===== src/rtl/alu_pkg.sv =====
// rtl/alu_pkg.sv - shared op codes and FSM state encoding for the iterative ALU
// Purpose: op-code constants shared with the ALU control decoder, plus the
//          iter_alu state type.
// Ports:   none (package)
package alu_pkg;

  localparam logic [2:0] ALU_SLL = 3'b001;
  localparam logic [2:0] ALU_SRL = 3'b010;
  localparam logic [2:0] ALU_NOR = 3'b011;
  localparam logic [2:0] ALU_SUB = 3'b100;
  localparam logic [2:0] ALU_OR  = 3'b101;
  localparam logic [2:0] ALU_ADD = 3'b110;

  typedef enum logic [1:0] {
    IDLE  = 2'd0,
    SHIFT = 2'd1,
    DONE  = 2'd2
  } state_t;

endpackage


===== src/rtl/iter_alu_if.sv =====
// rtl/iter_alu_if.sv - start/busy/done request bundle between controller and ALU
// Purpose: groups the ALU request and response signals.
// Ports:   master = controller side (drives start/gin/a/b/shamt),
//          slave  = ALU side (drives busy/done/result/zero).
interface iter_alu_if #(
  parameter int WIDTH   = 32,
  parameter int SHAMT_W = 5
);

  logic               start;
  logic [2:0]         gin;
  logic [WIDTH-1:0]   a;
  logic [WIDTH-1:0]   b;
  logic [SHAMT_W-1:0] shamt;
  logic               busy;
  logic               done;
  logic [WIDTH-1:0]   result;
  logic               zero;

  modport master (
    output start, gin, a, b, shamt,
    input  busy, done, result, zero
  );

  modport slave (
    input  start, gin, a, b, shamt,
    output busy, done, result, zero
  );

endinterface


===== src/rtl/serial_shifter.sv =====
// rtl/serial_shifter.sv - one-bit-per-clock shift register with countdown
// Purpose: holds the shift register, remaining count and direction for sll/srl.
// Ports:   clk, reset (sync, active-high); load captures din/amt/left;
//          shifted = shreg moved one bit in the held direction (zero fill);
//          last = high on the cycle whose edge takes the count from 1 to 0.
module serial_shifter #(
  parameter int WIDTH   = 32,
  parameter int SHAMT_W = 5
) (
  input  logic               clk,
  input  logic               reset,
  input  logic               load,
  input  logic               left,
  input  logic [WIDTH-1:0]   din,
  input  logic [SHAMT_W-1:0] amt,
  output logic [WIDTH-1:0]   shifted,
  output logic               last
);

  logic [WIDTH-1:0]   shreg;
  logic [SHAMT_W-1:0] cnt;
  logic               dir_left;

  assign shifted = dir_left ? {shreg[WIDTH-2:0], 1'b0} : {1'b0, shreg[WIDTH-1:1]};
  assign last    = (cnt == SHAMT_W'(1));

  always_ff @(posedge clk) begin
    if (reset) begin
      shreg    <= '0;
      cnt      <= '0;
      dir_left <= 1'b0;
    end else if (load) begin
      shreg    <= din;
      cnt      <= amt;
      dir_left <= left;
    end else if (cnt != '0) begin
      shreg <= shifted;
      cnt   <= cnt - SHAMT_W'(1);
    end
  end

endmodule


===== src/rtl/iter_alu.sv =====
// rtl/iter_alu.sv - ALU with single-cycle add/sub/or/nor and bit-serial sll/srl
// Purpose: executes the decoded op; shifts take shamt cycles with busy high.
// Ports:   clk, reset (sync, active-high);
//          bus (slave): start/gin/a/b/shamt in, busy/done/result/zero out.
//          done is a one-cycle pulse; result/zero hold until the next completion.
module iter_alu
  import alu_pkg::*;
#(
  parameter int WIDTH   = 32,
  parameter int SHAMT_W = 5
) (
  input  logic        clk,
  input  logic        reset,
  iter_alu_if.slave   bus
);

  state_t           state_q, state_d;
  logic [WIDTH-1:0] result_q, res_d, single_res, sh_next;
  logic             zero_q, res_load, sh_load, sh_last, is_shift;

  assign is_shift = (bus.gin == ALU_SLL) || (bus.gin == ALU_SRL);

  serial_shifter #(.WIDTH(WIDTH), .SHAMT_W(SHAMT_W)) u_shifter (
    .clk     (clk),
    .reset   (reset),
    .load    (sh_load),
    .left    (bus.gin == ALU_SLL),
    .din     (bus.b),
    .amt     (bus.shamt),
    .shifted (sh_next),
    .last    (sh_last)
  );

  // Single-cycle ops; a zero-length shift just passes b through.
  always_comb begin
    single_res = '0;
    case (bus.gin)
      ALU_SLL, ALU_SRL: single_res = bus.b;
      ALU_NOR:          single_res = ~(bus.a | bus.b);
      ALU_SUB:          single_res = bus.a - bus.b;
      ALU_OR:           single_res = bus.a | bus.b;
      ALU_ADD:          single_res = bus.a + bus.b;
      default:          single_res = '0;
    endcase
  end

  always_comb begin
    state_d  = state_q;
    res_load = 1'b0;
    res_d    = '0;
    sh_load  = 1'b0;
    unique case (state_q)
      IDLE, DONE: begin
        if (bus.start) begin
          if (is_shift && (bus.shamt != '0)) begin
            sh_load = 1'b1;
            state_d = SHIFT;
          end else begin
            res_load = 1'b1;
            res_d    = single_res;
            state_d  = DONE;
          end
        end else begin
          state_d = IDLE;
        end
      end
      SHIFT: begin
        // start is ignored here; the shifter counts down on its own.
        if (sh_last) begin
          res_load = 1'b1;
          res_d    = sh_next;
          state_d  = DONE;
        end
      end
      default: state_d = IDLE;
    endcase
  end

  always_ff @(posedge clk) begin
    if (reset) begin
      state_q  <= IDLE;
      result_q <= '0;
      zero_q   <= 1'b1;
    end else begin
      state_q <= state_d;
      if (res_load) begin
        result_q <= res_d;
        zero_q   <= (res_d == '0);
      end
    end
  end

  assign bus.busy   = (state_q == SHIFT);
  assign bus.done   = (state_q == DONE);
  assign bus.result = result_q;
  assign bus.zero   = zero_q;

endmodule


===== src/flat_wrapper.sv =====
// flat-port wrapper written by rule: the top's interface ports become plain ports
module iter_alu_flat import alu_pkg::*;
#(
  parameter int WIDTH   = 32,
  parameter int SHAMT_W = 5
)
  (clk, reset, bus_start, bus_gin, bus_a, bus_b, bus_shamt, bus_busy, bus_done, bus_result, bus_zero);
  iter_alu_if #(.WIDTH(WIDTH), .SHAMT_W(SHAMT_W)) bus_i ();
  input  logic clk;
  input  logic reset;
  input wire logic [$bits(bus_i.start)-1:0] bus_start;
  input wire logic [$bits(bus_i.gin)-1:0] bus_gin;
  input wire logic [$bits(bus_i.a)-1:0] bus_a;
  input wire logic [$bits(bus_i.b)-1:0] bus_b;
  input wire logic [$bits(bus_i.shamt)-1:0] bus_shamt;
  output wire logic [$bits(bus_i.busy)-1:0] bus_busy;
  output wire logic [$bits(bus_i.done)-1:0] bus_done;
  output wire logic [$bits(bus_i.result)-1:0] bus_result;
  output wire logic [$bits(bus_i.zero)-1:0] bus_zero;
  assign bus_i.start = bus_start;
  assign bus_i.gin = bus_gin;
  assign bus_i.a = bus_a;
  assign bus_i.b = bus_b;
  assign bus_i.shamt = bus_shamt;
  assign bus_busy = bus_i.busy;
  assign bus_done = bus_i.done;
  assign bus_result = bus_i.result;
  assign bus_zero = bus_i.zero;
  iter_alu #(.WIDTH(WIDTH), .SHAMT_W(SHAMT_W)) u_core (.clk(clk), .reset(reset), .bus(bus_i));
endmodule

===== config.mk =====
export PLATFORM = sky130hd
export DESIGN_NAME = iter_alu_flat
export DESIGN_NICKNAME = d
export VERILOG_FILES = /design/src/rtl/alu_pkg.sv /design/src/rtl/iter_alu_if.sv /design/src/rtl/serial_shifter.sv /design/src/rtl/iter_alu.sv /design/src/flat_wrapper.sv
export SDC_FILE = /design/constraint.sdc
export NUM_CORES = 1
export LEC_CHECK = 0
export CAP_MARGIN = 10
export CORE_MARGIN = 4
export CORE_UTILIZATION = 61
export CTS_CLUSTER_SIZE = 10
export DETAILED_ROUTE_END_ITERATION = 8
export PLACE_DENSITY = 0.93
export REMOVE_ABC_BUFFERS = 1
export SLEW_MARGIN = 20
export SYNTH_ARGS = -nofsm -noshare
export SYNTH_HDL_FRONTEND = slang
export SYNTH_SLANG_ARGS = --single-unit

===== constraint.sdc =====
create_clock -name clk -period 19 [get_ports clk]
set_input_delay 5.7 -clock clk [delete_from_list [all_inputs] [get_ports clk]]
set_output_delay 5.7 -clock clk [all_outputs]
set_load 0.03 [all_outputs]

==> flow_metrics.tcl <==
set metrics [dict create \
    outcome "completed" \
    yosysSeqAreaShare_pct 19.9 \
    clk_pin_slew_ns 0.06 \
    vias 8750 \
    drcViolationCount 0 \
    report.final.setup_viol 0 \
    fp.coreArea_mm2 0.0116 \
    dr.pass1.iters 6 \
    cts_buffers 9 \
    max_stage_delay_ns 0.58 \
    avgSynthCellArea_um2 6.97 \
    fin_tns_setup_ns 0 \
    start_util_pct 63.3 \
    max_freq_mhz 89.8 \
    min_period_ns 11.13 \
    nFillCells 970 \
    die_width_um 118 \
    final_hold_viol_count 0 \
    synth-edff-count 0 \
    cts_buffer_depth 2 \
    dp.cells 1235 \
    wl_per_cell_um 21.9 \
    dpl.hpwl_um 19000 \
    wirelength_um 27400 \
    drt_iter0_markers 1172 \
    async_reset_ff_share_pct 0 \
    cpLargestDelayFamily "compound AO/OA/AOI/OAI gates" \
    crit_buf_inv 3 \
    syn_area_mm2 0.00736 \
    worst_pin_slew_ns 1.11 \
    start_kind "primary input" \
    reg2reg_depth 11 \
    hold_ws_ns 0.461 \
    crit_required_ns 19.27 \
    drive_above_1_share_pct 5.87 \
    ioPinCount 110 \
    synth_cell_types 73 \
    crit_path_top_delay_cell "nor4_1" \
    fp.dieH_um 118 \
    cpMostUsedCell "buf_4" \
    r2r_slack_ns 14.93 \
    fp.dieArea_mm2 0.0139 \
    root_buffer "clkbuf_16" \
    worstHoldPathType "flop to flop" \
    p_leak_nw 3.15 \
    cp_cell_sequence "clkdlybuf4s50_1 -> buf_4 -> nor2b_1 -> nand2_1 -> buf_4 -> a21o_1 -> ha_1 -> a211oi_2 -> o21ai_1 -> a32oi_2 -> a21oi_1 -> or4_1 -> a31oi_1 -> o211ai_1 -> nor4_1 -> nand4_1 -> o31ai_2" \
    rsz0062_at_grt "no" \
    syn_inst 1055 \
    relSlewSlack_pct 25.6 \
    whs_endpoint "u_core.bus.result[17]$_SDFFE_PP0P_" \
    drv_cap 0 \
    crit_type "primary input to flop" \
    whs_path_depth 2 \
    grt_max_degree 74 \
    finalPower_uw 842 \
    fin_nets 1220 \
    grt_pass1_vias 8079 \
    period_share_pct 58.6 \
    slew_violations 0 \
    ys_ff_latch 73 \
    clk_latency_ns 0.35 \
    peakVddDrop_uv 82.6 \
    area_delta_synth_final_pct 18.5 \
    gp_congestion 1.01 \
    hold_buffers 0 \
    crit_fanout 41 \
    finClkSkew_ns 0.00648 \
    end_kind "flop" \
    ys.warnings.count 0 \
    io_buffers 109 \
    postRouteAntennaNets 0 \
    fin_cells 1252 \
    grt_util_all_layers_pct 37.8 \
    rr_startpoint "u_core.u_shifter.dir_left$_SDFFE_PP0P_" \
    grt_pass1_wl_um 43000 \
    hold_start "u_core.bus.result[17]$_SDFFE_PP0P_" \
    clkSinkCount 73 \
    drt-vias-per-instance 6.99 \
    synthFlopType "dfxtp_1" \
    cts-resized-gates 0 \
    h-tree-depth 3 \
    cts_tree "yes" \
    arrival_ns 11.40 \
    gr-total-overflow 0 \
    timing.rr.end "u_core.bus.zero$_SDFFE_PP1P_" \
    rows 39 \
    power_density_mw_per_mm2 96.6 \
    cts_setup_buffers 0 \
    grt_antenna_before_repair 1 \
]
-- final cells by class --
cell class | count | area (um2) | area share [%]
diodes | 1 | 2.50 | 0.0287
clock buffers | 10 | 229 | 2.63
clock inverters | 6 | 67.6 | 0.775
inverters | 17 | 63.8 | 0.732
multi-input cells | 879 | 5520 | 63.4
flip-flops and latches | 73 | 1460 | 16.8
well taps | 143 | 179 | 2.05
repair buffers | 123 | 1190 | 13.7
-- how the worst max path moves through the flow --
stage,from,endpoint,slack [ns],cells after the start
after floorplan,bus_b[16],u_core.bus.zero$_SDFFE_PP1P_,9.20,18
after global placement,bus_b[16],u_core.bus.zero$_SDFFE_PP1P_,7.71,16
after detailed placement,bus_b[16],u_core.bus.zero$_SDFFE_PP1P_,7.71,18
after CTS,bus_b[16],u_core.bus.zero$_SDFFE_PP1P_,8.05,16
after global routing,bus_b[5],u_core.bus.zero$_SDFFE_PP1P_,7.67,18
final,bus_gin[2],u_core.bus.zero$_SDFFE_PP1P_,7.87,17
-- synth_stat cells, types with 5 or more instances --
master | instances | area, um2
nand4_1 | 14 | 87.6
o211ai_1 | 35 | 263
a21o_1 | 9 | 67.6
nand2_1 | 136 | 510
nand2b_1 | 10 | 62.6
a221oi_1 | 5 | 43.8
o22ai_1 | 29 | 181
nor2_1 | 88 | 330
o31ai_1 | 10 | 75.1
o21ai_0 | 44 | 220
xnor2_1 | 35 | 307
mux2_2 | 9 | 101
clkbuf_1 | 69 | 259
inv_1 | 17 | 63.8
o22a_1 | 5 | 43.8
a21oi_1 | 167 | 836
nor2b_1 | 11 | 68.8
a222oi_1 | 5 | 50.1
nor4_1 | 9 | 56.3
nor3_1 | 42 | 210
a211o_1 | 5 | 43.8
nand3_1 | 13 | 65.1
mux2i_1 | 26 | 260
dfxtp_1 | 73 | 1460
nor3b_1 | 16 | 120
buf_1 | 10 | 37.5
a31oi_1 | 6 | 37.5
xor2_1 | 13 | 114
a211oi_1 | 11 | 82.6
ha_1 | 41 | 513
or3_1 | 6 | 37.5
o21a_1 | 7 | 52.6
buf_2 | 5 | 25.0
-- placed cells by master, fill, tap and decap left out, types with 13 or more instances in the layout --
| cell type | instances |
|---|---|
| nor3_1 | 42 |
| nor3b_1 | 15 |
| xor2_1 | 13 |
| o22ai_1 | 29 |
| ha_1 | 41 |
| dfxtp_1 | 73 |
| a21oi_1 | 165 |
| o211ai_1 | 35 |
| nand4_1 | 14 |
| o21ai_0 | 44 |
| inv_1 | 17 |
| nand3_1 | 13 |
| xnor2_1 | 35 |
| clkdlybuf4s50_1 | 108 |
| nor2_1 | 88 |
| nand2_1 | 136 |
| buf_4 | 14 |
| mux2i_1 | 26 |
-- worst register-to-register path: stages (launching register included) --
cell	delay (ns)
dfxtp_1	0.71
buf_4	0.53
mux2_2	0.46
nor3_1	0.27
a31oi_1	0.16
a31oi_1	0.25
nand4_1	0.19
nor4_1	0.25
nand4_1	0.13
nor4_1	0.57
nand4_1	0.20
o31ai_2	0.26
-- power breakdown --
group / total, mW / internal [mW] / switching (mW)
sequential: 0.235 / 0.195 / 0.0400
clock: 0.177 / 0.102 / 0.0749
combinational: 0.429 / 0.170 / 0.259
total: 0.842 / 0.468 / 0.374
-- sequential cells by signal, summed over array words and instances (netlist names) --
name and count:
u_core.bus.result 32, u_core.u_shifter.dir_left 1, u_core.u_shifter.cnt 5, u_core.u_shifter.shreg 32, u_core.state_q 2, u_core.bus.zero 1
-- metrics by stage --
step	util (%)	instance area (um2)	setup WS [ns]
final	75.1	8720	7.87
after global routing	75.0	8710	7.67
after CTS	75.0	8710	8.05
after detailed placement	72.5	8420	7.71
after global placement	72.5	8420	7.71
after floorplan	-	7020	9.20
-- cells by family after synthesis --
group,synth area share (%)
buffers and inverters,5.46
and+or+nand+nor,24.6
xor gates and xnor gates,5.72
muxes,4.92
AOI/OAI and AO/OA,32.1
DFF,19.9
adders and majority gates,7.25
-- layer usage --
layer  wire, um  vias up  global-route usage [%]
li1           -     3988                       -
met1      10900     4039                    49.7
met2      12100      630                    59.4
met3       3410       93                    9.47
met4        919        0                    14.9
met5          0        -                       0
Power figures use the tool's default switching activity.
